--- config.mk ---
export PLATFORM = sky130hd
export DESIGN_NAME = branch_predictor
export DESIGN_NICKNAME = d
export VERILOG_FILES = /design/src/rtl/branch_predictor.sv
export SDC_FILE = /design/constraint.sdc
export NUM_CORES = 1
export LEC_CHECK = 0
export BUFFER_PORTS_ARGS = -buffer_cell sky130_fd_sc_hd__buf_2
export CORE_ASPECT_RATIO = 0.5
export CORE_MARGIN = 2
export CORE_UTILIZATION = 34
export CTS_CLUSTER_DIAMETER = 120
export CTS_CLUSTER_SIZE = 20
export DETAILED_ROUTE_END_ITERATION = 10
export GPL_TIMING_DRIVEN = 1
export HOLD_SLACK_MARGIN = 0.02
export PLACE_DENSITY_LB_ADDON = 0.15
export SLEW_MARGIN = 20
export SYNTH_ARGS = -nofsm -noshare
export SYNTH_HDL_FRONTEND = slang
export SYNTH_SLANG_ARGS = --single-unit
--- constraint.sdc ---
create_clock -name clk -period 3.9 [get_ports clk]
set_input_delay 0.195 -clock clk [delete_from_list [all_inputs] [get_ports clk]]
set_output_delay 0.195 -clock clk [all_outputs]
set_load 0.01 [all_outputs]
--- src/rtl/branch_predictor.sv ---
// rtl/branch_predictor.sv - fetch-stage 2-bit branch predictor with BTB
//
// Direct-mapped table of 2^IDX_BITS entries, indexed by pc[IDX_BITS:1].
// Each entry holds valid, tag, target and a 2-bit saturating counter.
//
// Ports:
//   clk, rst           clock, synchronous active-high reset
//   fetch_pc           PC in fetch; looked up combinationally
//   pred_taken         hit and counter MSB set
//   pred_target        stored target on hit, else 0
//   upd_valid          branch resolved in EX this cycle
//   upd_pc             PC of the resolved branch
//   upd_taken          actual direction
//   upd_target         actual target
//   upd_pred_taken     prediction that travelled with the branch
//   upd_pred_target    predicted target that travelled with the branch
//   mispredict         registered mispredict flag for the previous update
//   branch_cnt         saturating count of resolved branches
//   mispred_cnt        saturating count of mispredicts
module branch_predictor #(
    parameter int IDX_BITS = 4,
    parameter int PC_W     = 16,
    parameter int CNT_W    = 16
) (
    input  logic             clk,
    input  logic             rst,
    input  logic [PC_W-1:0]  fetch_pc,
    output logic             pred_taken,
    output logic [PC_W-1:0]  pred_target,
    input  logic             upd_valid,
    input  logic [PC_W-1:0]  upd_pc,
    input  logic             upd_taken,
    input  logic [PC_W-1:0]  upd_target,
    input  logic             upd_pred_taken,
    input  logic [PC_W-1:0]  upd_pred_target,
    output logic             mispredict,
    output logic [CNT_W-1:0] branch_cnt,
    output logic [CNT_W-1:0] mispred_cnt
);

    localparam int ENTRIES = 1 << IDX_BITS;
    localparam int TAG_W   = PC_W - IDX_BITS - 1;

    logic             r_valid  [ENTRIES];
    logic [TAG_W-1:0] r_tag    [ENTRIES];
    logic [PC_W-1:0]  r_target [ENTRIES];
    logic [1:0]       r_ctr    [ENTRIES];

    logic             r_mispredict;
    logic [CNT_W-1:0] r_branch_cnt;
    logic [CNT_W-1:0] r_mispred_cnt;

    logic [IDX_BITS-1:0] w_fidx;
    logic [TAG_W-1:0]    w_ftag;
    logic                w_fhit;
    logic [IDX_BITS-1:0] w_uidx;
    logic [TAG_W-1:0]    w_utag;
    logic                w_uhit;
    logic                w_mispred;

    // Lookup reads the registered table only, so a same-cycle update to the
    // same index is not visible until the following cycle.
    assign w_fidx = fetch_pc[IDX_BITS:1];
    assign w_ftag = fetch_pc[PC_W-1:IDX_BITS+1];
    assign w_fhit = r_valid[w_fidx] && (r_tag[w_fidx] == w_ftag);

    assign pred_taken  = w_fhit & r_ctr[w_fidx][1];
    assign pred_target = w_fhit ? r_target[w_fidx] : '0;

    assign w_uidx = upd_pc[IDX_BITS:1];
    assign w_utag = upd_pc[PC_W-1:IDX_BITS+1];
    assign w_uhit = r_valid[w_uidx] && (r_tag[w_uidx] == w_utag);

    // Judged purely against the prediction carried down the pipe; the table
    // may have changed since that prediction was made.
    assign w_mispred = (upd_taken != upd_pred_taken) ||
                       (upd_taken && upd_pred_taken && (upd_target != upd_pred_target));

    always_ff @(posedge clk) begin
        if (rst) begin
            for (int i = 0; i < ENTRIES; i++) begin
                r_valid[i]  <= 1'b0;
                r_tag[i]    <= '0;
                r_target[i] <= '0;
                r_ctr[i]    <= 2'b01;
            end
            r_mispredict  <= 1'b0;
            r_branch_cnt  <= '0;
            r_mispred_cnt <= '0;
        end else begin
            r_mispredict <= upd_valid && w_mispred;
            if (upd_valid) begin
                if (r_branch_cnt != {CNT_W{1'b1}})
                    r_branch_cnt <= r_branch_cnt + 1'b1;
                if (w_mispred && (r_mispred_cnt != {CNT_W{1'b1}}))
                    r_mispred_cnt <= r_mispred_cnt + 1'b1;

                if (w_uhit) begin
                    if (upd_taken) begin
                        if (r_ctr[w_uidx] != 2'b11)
                            r_ctr[w_uidx] <= r_ctr[w_uidx] + 2'b01;
                        r_target[w_uidx] <= upd_target;
                    end else if (r_ctr[w_uidx] != 2'b00) begin
                        r_ctr[w_uidx] <= r_ctr[w_uidx] - 2'b01;
                    end
                end else if (upd_taken) begin
                    // Taken miss evicts whatever lives at this index; a
                    // not-taken miss leaves the table alone.
                    r_valid[w_uidx]  <= 1'b1;
                    r_tag[w_uidx]    <= w_utag;
                    r_target[w_uidx] <= upd_target;
                    r_ctr[w_uidx]    <= 2'b10;
                end
            end
        end
    end

    assign mispredict  = r_mispredict;
    assign branch_cnt  = r_branch_cnt;
    assign mispred_cnt = r_mispred_cnt;

endmodule

==> results_dict.tcl <==
set metrics [dict create \
    cts_tree "yes" \
    period_share 0.949 \
    finalMaxSlewViolations 0 \
    fin_util 0.390 \
    rsz0062_at_grt "false" \
    ant_nets 0 \
    final_hold_viol_count 0 \
    dpl-instance-area_um2 27900 \
    final_cell_mix "464 x edfxtp_1, 260 x and3_1, 228 x nor2_1" \
    antenna_found_initial 2 \
    postCtsHoldBufs 0 \
    drc 0 \
    post_drt_via_cell_ratio 5.48 \
    cp-start-kind "register" \
    synth_edf_count 464 \
    worstPathArrival_ns 4.09 \
    dr_total_vias 16302 \
    seqCellArea_um2 14900 \
    stdcell_area_um2 28800 \
    fin_skew_ns 0.0193 \
    ys.warnings.count 0 \
    ys_ff_latch 513 \
    cp_max_fo 16 \
    yosys.area.top_type_share 0.546 \
    dr.pass1.iters 5 \
    cts_max_path_buffers 3 \
    io_pins 119 \
    syn_nets 1914 \
    peakVddDrop_mv 0.365 \
    p_leak_nw 10.8 \
    fin_crit_ns 3.70 \
    core_um2 73700 \
    worst_hold_path_type "in -> reg" \
    htree_levels 1 \
    synth_cells 1842 \
    cts_resized 0 \
    drive_gt1_frac 0.259 \
    grt_max_degree 239 \
    fillers 6890 \
    die_h_um 198 \
    synth_top_cell_by_area "edfxtp_1" \
    dieArea_um2 77400 \
    hpwl_um 50600 \
    avgSynthCellArea_um2 13.8 \
    clkSinkCount 513 \
    clock_latency_ns 0.64 \
    grt_pass1_wl_um 115000 \
    fmax_ghz 0.270 \
    cts_setup_buffers 0 \
    pwr_density_cell_nw_per_um2 384 \
    die_w_um 391 \
    setup_viol 0 \
    hold_ws_ns 0.0814 \
    tightest_slew_ns 1.08 \
    initial_core_util 0.346 \
    synth_area_um2 25500 \
    synthToLayoutAreaGrowth_pct 12.8 \
    cts-root-buf "clkbuf_16" \
    final_common_cell "edfxtp_1" \
    finalSetupTns_ns 0 \
    worstPathRequired_ns 4.29 \
    cp-end-kind "register" \
    port_buffers 116 \
    nNetsFinal 2014 \
    grt_pass1_vias 16284 \
    wl_um 78500 \
    clkTransAtPathRegs_ns 0.09 \
    cap_violations 0 \
    power_w 0.0110 \
    rows 70 \
    criticalPathCategory "reg -> reg" \
    synth-async-reset-ratio 0 \
    track_usage 0.203 \
    ys.flop_type "edfxtp_1" \
    slew_headroom 0.283 \
    cts_buffers 29 \
    multiInputGateArea_um2 9770 \
    drtIter0Drc 1538 \
    post_drt_wl_per_cell_um 26.4 \
    gp_congestion 0.829 \
    ys_seq_area_frac 0.585 \
    status "finished, final reports clean" \
    grt-ovfl-total 0 \
    synth.area.top_cells "edfxtp_1 55%, mux4_2 17%, and3_1 6.4%" \
    yosysUniqueCellTypes 61 \
]
## worst paths after layout
check | cells after the start | endpoint | slack (ns) | from
hold / removal | 2 | r_target[4][11] | 0.08 | upd_target[11]
setup / recovery | 10 | r_ctr[9][1] | 0.20 | r_tag[10][0]
hold reg to reg | 2 | r_valid[3] | 0.49 | r_valid[3]
setup reg to reg | 10 | r_ctr[9][1] | 0.20 | r_tag[10][0]
## power breakdown
group          switching, W  internal [W]  total, W
registers          0.000111       0.00624   0.00635
logic              0.000770      0.000590   0.00136
clock network       0.00191       0.00143   0.00333
## per-stage QoR
step	cells	worst slack [ns]
after floorplan	1842	0.636
after global placement	2919	0.159
after detailed placement	2919	0.201
after CTS	2973	0.152
after global routing	2973	0.000347
final	2974	0.197
## state kept, by name (all words and copies together), names as in the netlist
name         flops
r_valid         16
r_target       256
mispredict       1
branch_cnt      16
mispred_cnt     16
r_tag          176
r_ctr           32
## Yosys cell counts, types with 13 or more instances
cell type,instances
xor2_1,26
and3_1,260
edfxtp_1,464
nand3_1,34
o22ai_1,20
and2_1,19
mux2i_1,39
nand4_1,17
nor3_1,13
buf_2,33
nand2_1,78
o21bai_1,16
xnor2_1,39
dfxtp_1,49
mux4_2,188
nand2b_1,23
inv_1,28
nor2_1,241
clkbuf_1,135
a41o_1,17
## cell type report
type                       instances  area share
sequential                       513       0.519
multi-input combinational       1114       0.340
timing repair buffer             254      0.0646
tap                             1008      0.0438
clock buffer                      52      0.0282
inverter                          30     0.00392
clock inverter                     2     0.00100
antenna                            1   0.0000870
## critical path, stage by stage, from the launching register on
cell and delay (ns):
edfxtp_1 0.42, mux4_2 0.49, mux2i_1 0.31, xnor2_1 0.16
or4_1 0.54, o41ai_2 0.24, buf_4 0.17, and4_1 0.28
buf_4 0.18, nand4_4 0.28, a41o_1 0.37
## kinds of logic (layout without fill, tap and decap cells)
logic type / Yosys count / count (layout) / share of synthesized area
AND/OR/NAND/NOR: 705 / 705 / 0.140
flip-flops: 513 / 513 / 0.585
multiplexers: 235 / 235 / 0.185
buffers and inverters: 215 / 338 / 0.0346
AO/OA/AOI/OAI: 106 / 106 / 0.0317
XOR/XNOR: 65 / 65 / 0.0223
adder cells (fa/ha/maj): 3 / 3 / 0.00147
other: 0 / 1 / 0
## per-layer routing
| metal | share of wire | up-vias | global-route usage |
|---|---|---|---|
| li1 | - | 7241 | - |
| met1 | 0.48 | 8561 | 0.309 |
| met2 | 0.46 | 437 | 0.319 |
| met3 | 0.047 | 63 | 0.0210 |
| met4 | 0.015 | 0 | 0.0307 |
| met5 | 0 | - | 0 |
(Power assumes the default switching activity.)
